File: src/rtl/cobra1_pkg.sv
// Shared types for the cobra1 VRAM arbitration slice.
// Owner encoding and starvation counter width.
package cobra1_pkg;

    typedef enum logic [1:0] {
        OWN_NONE,
        OWN_CPU,
        OWN_VID
    } owner_t;

    localparam int STARVE_W = 4;

endpackage

File: src/rtl/arb_starve_ctr.sv
// Saturating count of consecutive cycles the CPU was refused the VRAM.
// at_limit tells the arbiter the CPU must win the next conflict.
module arb_starve_ctr
    import cobra1_pkg::*;
(
    input  logic                clk,
    input  logic                rst_n,
    input  logic                inc,
    input  logic                clr,
    input  logic [STARVE_W-1:0] limit,
    output logic [STARVE_W-1:0] cnt,
    output logic                at_limit
);

    always_ff @(posedge clk or negedge rst_n) begin
        if (!rst_n) begin
            cnt <= '0;
        end else if (clr) begin
            cnt <= '0;
        end else if (inc && (cnt < limit)) begin
            cnt <= cnt + 1'b1;
        end
    end

    assign at_limit = (cnt >= limit);

endmodule

File: src/rtl/vram_arbiter.sv
// Single-port VRAM sharing between CPU bus and video character fetch.
// Video wins conflicts unless the CPU has been refused STARVE_LIMIT times.
module vram_arbiter
    import cobra1_pkg::*;
#(
    parameter int ADDR_WIDTH   = 11,
    parameter int DATA_WIDTH   = 8,
    parameter int STARVE_LIMIT = 3
) (
    input  logic                  clk,
    input  logic                  rst_n,
    input  logic                  cpu_req,
    input  logic                  cpu_we,
    input  logic [ADDR_WIDTH-1:0] cpu_a,
    input  logic [DATA_WIDTH-1:0] cpu_wd,
    output logic                  cpu_gnt,
    output logic                  cpu_rvalid,
    output logic [DATA_WIDTH-1:0] cpu_rd,
    input  logic                  vid_req,
    input  logic [ADDR_WIDTH-1:0] vid_a,
    output logic                  vid_valid,
    output logic                  vid_miss,
    output logic [DATA_WIDTH-1:0] vid_rd,
    output logic [ADDR_WIDTH-1:0] mem_a,
    output logic [DATA_WIDTH-1:0] mem_do,
    output logic                  mem_w,
    input  logic [DATA_WIDTH-1:0] mem_di
);

    localparam logic [STARVE_W-1:0] LIMIT = STARVE_W'(STARVE_LIMIT);

    owner_t                grant;
    owner_t                owner_q;
    logic                  we_q;
    logic                  miss_q;
    logic                  at_limit;
    logic [STARVE_W-1:0]   starve_cnt_unused;

    arb_starve_ctr u_starve (
        .clk      (clk),
        .rst_n    (rst_n),
        .inc      (cpu_req && !cpu_gnt),
        .clr      (cpu_gnt || !cpu_req),
        .limit    (LIMIT),
        .cnt      (starve_cnt_unused),
        .at_limit (at_limit)
    );

    always_comb begin
        grant = OWN_NONE;
        if (cpu_req && (!vid_req || at_limit)) begin
            grant = OWN_CPU;
        end else if (vid_req) begin
            grant = OWN_VID;
        end
    end

    // Strobes are masked in reset so a held request cannot write the RAM.
    assign cpu_gnt = rst_n && (grant == OWN_CPU);
    assign mem_w   = cpu_gnt && cpu_we;
    assign mem_a   = (grant == OWN_CPU) ? cpu_a : vid_a;
    assign mem_do  = cpu_wd;

    always_ff @(posedge clk or negedge rst_n) begin
        if (!rst_n) begin
            owner_q <= OWN_NONE;
            we_q    <= 1'b0;
            miss_q  <= 1'b0;
        end else begin
            owner_q <= grant;
            we_q    <= cpu_we;
            miss_q  <= vid_req && (grant == OWN_CPU);
        end
    end

    assign cpu_rvalid = (owner_q == OWN_CPU) && !we_q;
    assign vid_valid  = (owner_q == OWN_VID);
    assign vid_miss   = miss_q;
    assign cpu_rd     = mem_di;
    assign vid_rd     = mem_di;

endmodule

File: config.mk
export PLATFORM = sky130hd
export DESIGN_NAME = vram_arbiter
export DESIGN_NICKNAME = d
export VERILOG_FILES = /design/src/rtl/cobra1_pkg.sv /design/src/rtl/arb_starve_ctr.sv /design/src/rtl/vram_arbiter.sv
export SDC_FILE = /design/constraint.sdc
export NUM_CORES = 1
export LEC_CHECK = 0
export ABC_AREA = 1
export CORE_MARGIN = 4
export CORE_UTILIZATION = 30
export CTS_BUF_LIST = sky130_fd_sc_hd__clkbuf_4 sky130_fd_sc_hd__clkbuf_8 sky130_fd_sc_hd__clkbuf_16
export CTS_CLUSTER_DIAMETER = 30
export DETAILED_ROUTE_END_ITERATION = 8
export PLACE_DENSITY_LB_ADDON = 0.2
export SLEW_MARGIN = 20
export SYNTH_ARGS = -nofsm -noshare
export SYNTH_HDL_FRONTEND = slang
export SYNTH_HIERARCHICAL = 1
export SYNTH_SLANG_ARGS = --single-unit
File: constraint.sdc
create_clock -name clk -period 4.76 [get_ports clk]
set_clock_uncertainty 0.1 [all_clocks]
set_input_delay 0.952 -clock clk [delete_from_list [all_inputs] [get_ports clk]]
set_output_delay 0.952 -clock clk [all_outputs]
set_load 0.01 [all_outputs]
Word-level counts from Yosys, hierarchy flattened:

Index checks and enable logic that the tools add are counted.

* flip-flop bits (word level): 8
* bits of input ports: 43
* output and inout port bits: 40
* word-level logic and storage cells: 29

* add/subtract/negate cells: 1
* magnitude comparators: 2
* equal/unequal tests: 3
* mux-type cells: 5
* reduce and logical (&&, ||, !) cells: 14

Operators with widths (count)
* two-way mux 11 bit: 1
* two-way mux 4 bit: 2
* logical AND 1 bit: 7
* adder 4 x 1 -> 4 bit, second input constant: 1
* equality test 2 x 1 -> 1 bit, second input constant: 2
* greater-or-equal comparator 4 x 2 -> 1 bit, second input constant: 1
* logical NOT 1 bit: 4
* less-than comparator 4 x 2 -> 1 bit, second input constant: 1
* two-way mux 2 bit: 2
* equality test 2 bit, second input constant: 1
* logical OR 1 bit: 2
* nonzero test 2 bit: 1

Depth between registers and ports, before layout:

* depth in word-level cells: 11
* gate-level depth with buffers: 16

Cells and area by module:

Netlist, hierarchy kept.

Modules (own cells, without submodules)
* vram_arbiter: times used 1, cells each 84, area each 553.0 um2, seq. area each 100.1 um2
* arb_starve_ctr: times used 1, cells each 50, area each 345.3 um2, seq. area each 100.1 um2

Least setup slack after synthesis:

No wires, ideal clock.

* kind: register -> output
* start point: reg u_starve.cnt[3]
* end point: out mem_a[0]
* data arrival time: 1417 ps
* data required time: 3708 ps
* slack: 2291 ps
* cell stages (with the launch flop): 11
* path buffers: 1
* cells stage by stage: dfrtp_1 > ha_1 > nand2_1 > inv_2 > nand3_1 > nand3_1 > inv_1 > nand2_2 > buf_2 > nand3_1 > nand2_1

* word-level cells in the longest chain between the ends: 6

Ends and longest elaborated chain
* from (decl): RTL line arb_starve_ctr.sv:11 `output logic [STARVE_W-1:0] cnt,`
* from (signal assigned): RTL line arb_starve_ctr.sv:21 `cnt <= cnt + 1'b1;`
* greater-or-equal comparator 4 x 2 -> 1 bit: RTL line arb_starve_ctr.sv:25 `assign at_limit = (cnt >= limit);`
* via at_limit: RTL line vram_arbiter.sv:36 `logic at_limit;`
* logical OR 1 bit: RTL line vram_arbiter.sv:51 `if (cpu_req && (!vid_req || at_limit)) begin`
* logical AND 1 bit: RTL line vram_arbiter.sv:51
* two-way mux 2 bit: RTL line vram_arbiter.sv:51
* equality test 2 x 1 -> 1 bit: RTL line vram_arbiter.sv:61 `assign mem_a = (grant == OWN_CPU) ? cpu_a : vid_a;`
* two-way mux 11 bit: RTL line vram_arbiter.sv:61
* to (decl): RTL line vram_arbiter.sv:24 `output logic [ADDR_WIDTH-1:0] mem_a,`

The timed path passes the listed nets, and every way through them passes these cells.

Worst setup path in the final report:

* start point: in cpu_req
* end point: out mem_a[8]

* word-level cells in the longest chain between the ends: 4

Ends and longest elaborated chain
* from (decl): RTL line vram_arbiter.sv:12 `input logic cpu_req,`
* logical AND 1 bit: RTL line vram_arbiter.sv:51
* two-way mux 2 bit: RTL line vram_arbiter.sv:51
* equality test 2 x 1 -> 1 bit: RTL line vram_arbiter.sv:61
* two-way mux 11 bit: RTL line vram_arbiter.sv:61

No other way between the ends.

==> impl_results.md <==
* Design Area, Final at ~0.0012 mm²
* Num rows at 19
* Switching Fraction at between 30% and 40%
* Run status: completed
* Data arrival, critical path at 2.77 ns
* Peak supply drop at about 0.060 mV
* CTS tree: built
* Worst setup EP type: primary output
* Mapped Cells at 134
* Switching pwr at just over 0.08 mW
* Post-route minimum period at around 3.8 ns
* Clock Sinks at 8
* I/O pin total at 83
* Number of global-route vias before repair at around 760
* WHS at 0.466 ns
* Worst skew pair latency at about 0.26 ns
* DRC Markers at 0
* Final setup viols at 0
* First-pass GRT wire length at ~3700 µm
* Ant diodes at 0
* Post-DR wirelength/cell at approximately 12 µm
* CP max stage cell: clkdlybuf4s50_1
* Fin. Hold Viols at 0
* Lkg Pwr at 0.615 nW
* Worst path bufs/invs at 2
* Die width at 62.7 µm
* Ys Warns at 6
* Area growth from synthesis to layout at 31.8%
* Total number of vias at ~800
* Final period utilization at between 80% and 90%
* Crit path cell chain: clkdlybuf4s50_1 > nand2_2 > nand2_2 > nand2_1 > clkdlybuf4s50_1
* Initial antenna violation count at 0
* Core Box Area at ~0.0028 mm²
* GPL Wtd Cong at 0.764
* RSZ-0062 raised after global routing: no
* Initial DRT Pass Iterations at 4
* Fill count at roughly 300
* Drt initial violations at 30
* I/O Buffers at 42
* Via density at 4.31
* GRT Util Overall at between 10% and 20%
* Register area share after synthesis at about 22%
* Layout Nets at 204
* Internal power at approximately 0.16 mW
* Num CTS Buffers at 3
* Crit path max-delay family: buffers and inverters
* Worst-path clk slew at 0.05 ns
* Largest net degree at the start of global routing at 17
* Root buffer cell: clkbuf_4
* Dpl cells at around 180
* Pwr Density at just over 200 mW/mm²
* Syn avg cell area at between 6 and 7 µm²
* CP Launch Type: input port
* Critical-path maximum fanout at 16
* Upper clock frequency limit at about 0.26 GHz
* Fraction of layout cells with a size suffix above 1 at between 10% and 20%
* CTS H-tree depth at 1
* Die Height at ~63 µm
* Final TNS setup at 0 ns
* Slew Viols, Final at 0
* Cell area after synthesis at 898 µm²
* Initial Utilization at between 30% and 40%
* Comb power frac at a little under half
* Resized Gates After CTS at 0
* Worst Tran Pin Value at between 0.5 and 0.6 ns
* Reg power frac at ~33%
* Worst rel slew slack at between 60% and 70%
* Hold crit path type: register to register
* FF+latch count, synth at 8
* CP peak stage delay at roughly 0.82 ns
* Non-filler cells, final at approximately 190
* Grt ovf at 0
* Yosys cell types at 17
* Worst Setup Path Type: input port to primary output
* Post-DP HPWL at 1870 µm
* Routed Antenna Nets at 0
* Hold buffers post-CTS at 0
* MaxCap Viol Count at 0
* Post-DP Area at 0.00116 mm²
* Setup bufs post-CTS at 0
* Post-Route WL at roughly 2200 µm
* Longest Clk Path Bufs at 2
* Die area at roughly 0.0039 mm²
* Clock network power share at between 20% and 30%
* WP data required at 3.71 ns
sequential cells by signal, summed over array words and instances, names as in the netlist:
register	flops
vid_miss	1
owner_q	2
we_q	1
u_starve/cnt	4
power groups by stage:
| stage | Clock, mW | Combinational [mW] | Sequential (mW) |
|---|---|---|---|
| after floorplan | 0 | 0.0759 | 0.0786 |
| after global placement | 0 | 0.108 | 0.0802 |
| after CTS | 0.0544 | 0.111 | 0.0790 |
| final | 0.0525 | 0.110 | 0.0787 |
| after global routing | 0.0594 | 0.123 | 0.0796 |
| after detailed placement | 0 | 0.111 | 0.0798 |
metrics by stage:
stage	power (mW)	utilization (%)	setup slack, ns
4_1_cts	0.245	42.2	0.902
3_3_place_gp	0.188	41.4	0.948
3_5_place_dp	0.191	41.4	0.901
5_1_grt	0.262	42.2	0.794
2_1_floorplan	0.155	-	2.29
6_report	0.241	42.2	0.936
metal layers:
layer  global-route usage [%]  routed length [µm]
met4                     4.13                  31
met3                     3.24                 167
met2                     21.0                1180
met1                     12.9                 858
met5                        0                   0
synthesized netlist by cell type:
library cell	instances	area (µm²)
nand3_1	20	100
nand2_2	13	81.3
ha_1	5	62.6
o21ai_0	1	5.00
nand3_2	1	10.0
xnor2_1	1	8.76
nand2_1	27	101
buf_6	1	11.3
buf_4	25	188
a21oi_2	1	8.76
dfrtp_1	8	200
inv_1	16	60.1
buf_2	1	5.00
a21boi_0	1	7.51
conb_1	2	7.51
inv_2	3	11.3
nor2_1	8	30.0
worst paths after layout:
check	from	endpoint	slack, ns	cells past startpoint
max in group asynchronous	rst_n	vid_miss	3.37	1
min in group asynchronous	rst_n	we_q	0.89	1
max	cpu_req	mem_a[8]	0.94	5
min	u_starve/cnt[3]	u_starve/cnt[3]	0.47	2
max reg2reg	u_starve/cnt[1]	u_starve/cnt[3]	2.53	14
min reg2reg	u_starve/cnt[3]	u_starve/cnt[3]	0.47	2
layout by cell type, fill, tap and decap left out:
master / count
clkdlybuf4s50_1: 42
nand2_1: 27
nand3_1: 20
inv_1: 16
nand2_2: 13
nor2_1: 8
dfrtp_1: 8
ha_1: 5
conb_1: 4
clkbuf_4: 3
inv_2: 3
a21boi_0: 1
a21oi_2: 1
nand3_2: 1
o21ai_0: 1
xnor2_1: 1
area by class of cell:
cell class	instances	area [µm²]	area share, %
Tap cell	31	38.8	3.28
Inverter	19	71.3	6.03
Sequential cell	8	200	16.9
Clock buffer	3	22.5	1.90
Timing Repair Buffer	42	420	35.5
Multi-Input combinational cell	82	430	36.4
worst min-delay path, stage by stage (launching register included):
cell and delay, ns:
dfrtp_1 0.39, nand3_1 0.09, nand2_1 0.06
kinds of logic (layout without fill, tap and decap cells):
| kind of cell | count (synthesis) | count (layout) | synth area share (%) |
|---|---|---|---|
| buffers and inverters | 46 | 64 | 30.6 |
| AOI/OAI and AO/OA | 3 | 3 | 2.37 |
| other | 2 | 4 | 0.836 |
| adders and majority gates | 5 | 5 | 6.96 |
| xor gates and xnor gates | 1 | 1 | 0.975 |
| and+or+nand+nor | 69 | 69 | 35.9 |
| DFF | 8 | 8 | 22.3 |
Note: power is estimated with default switching activity, not from simulation.
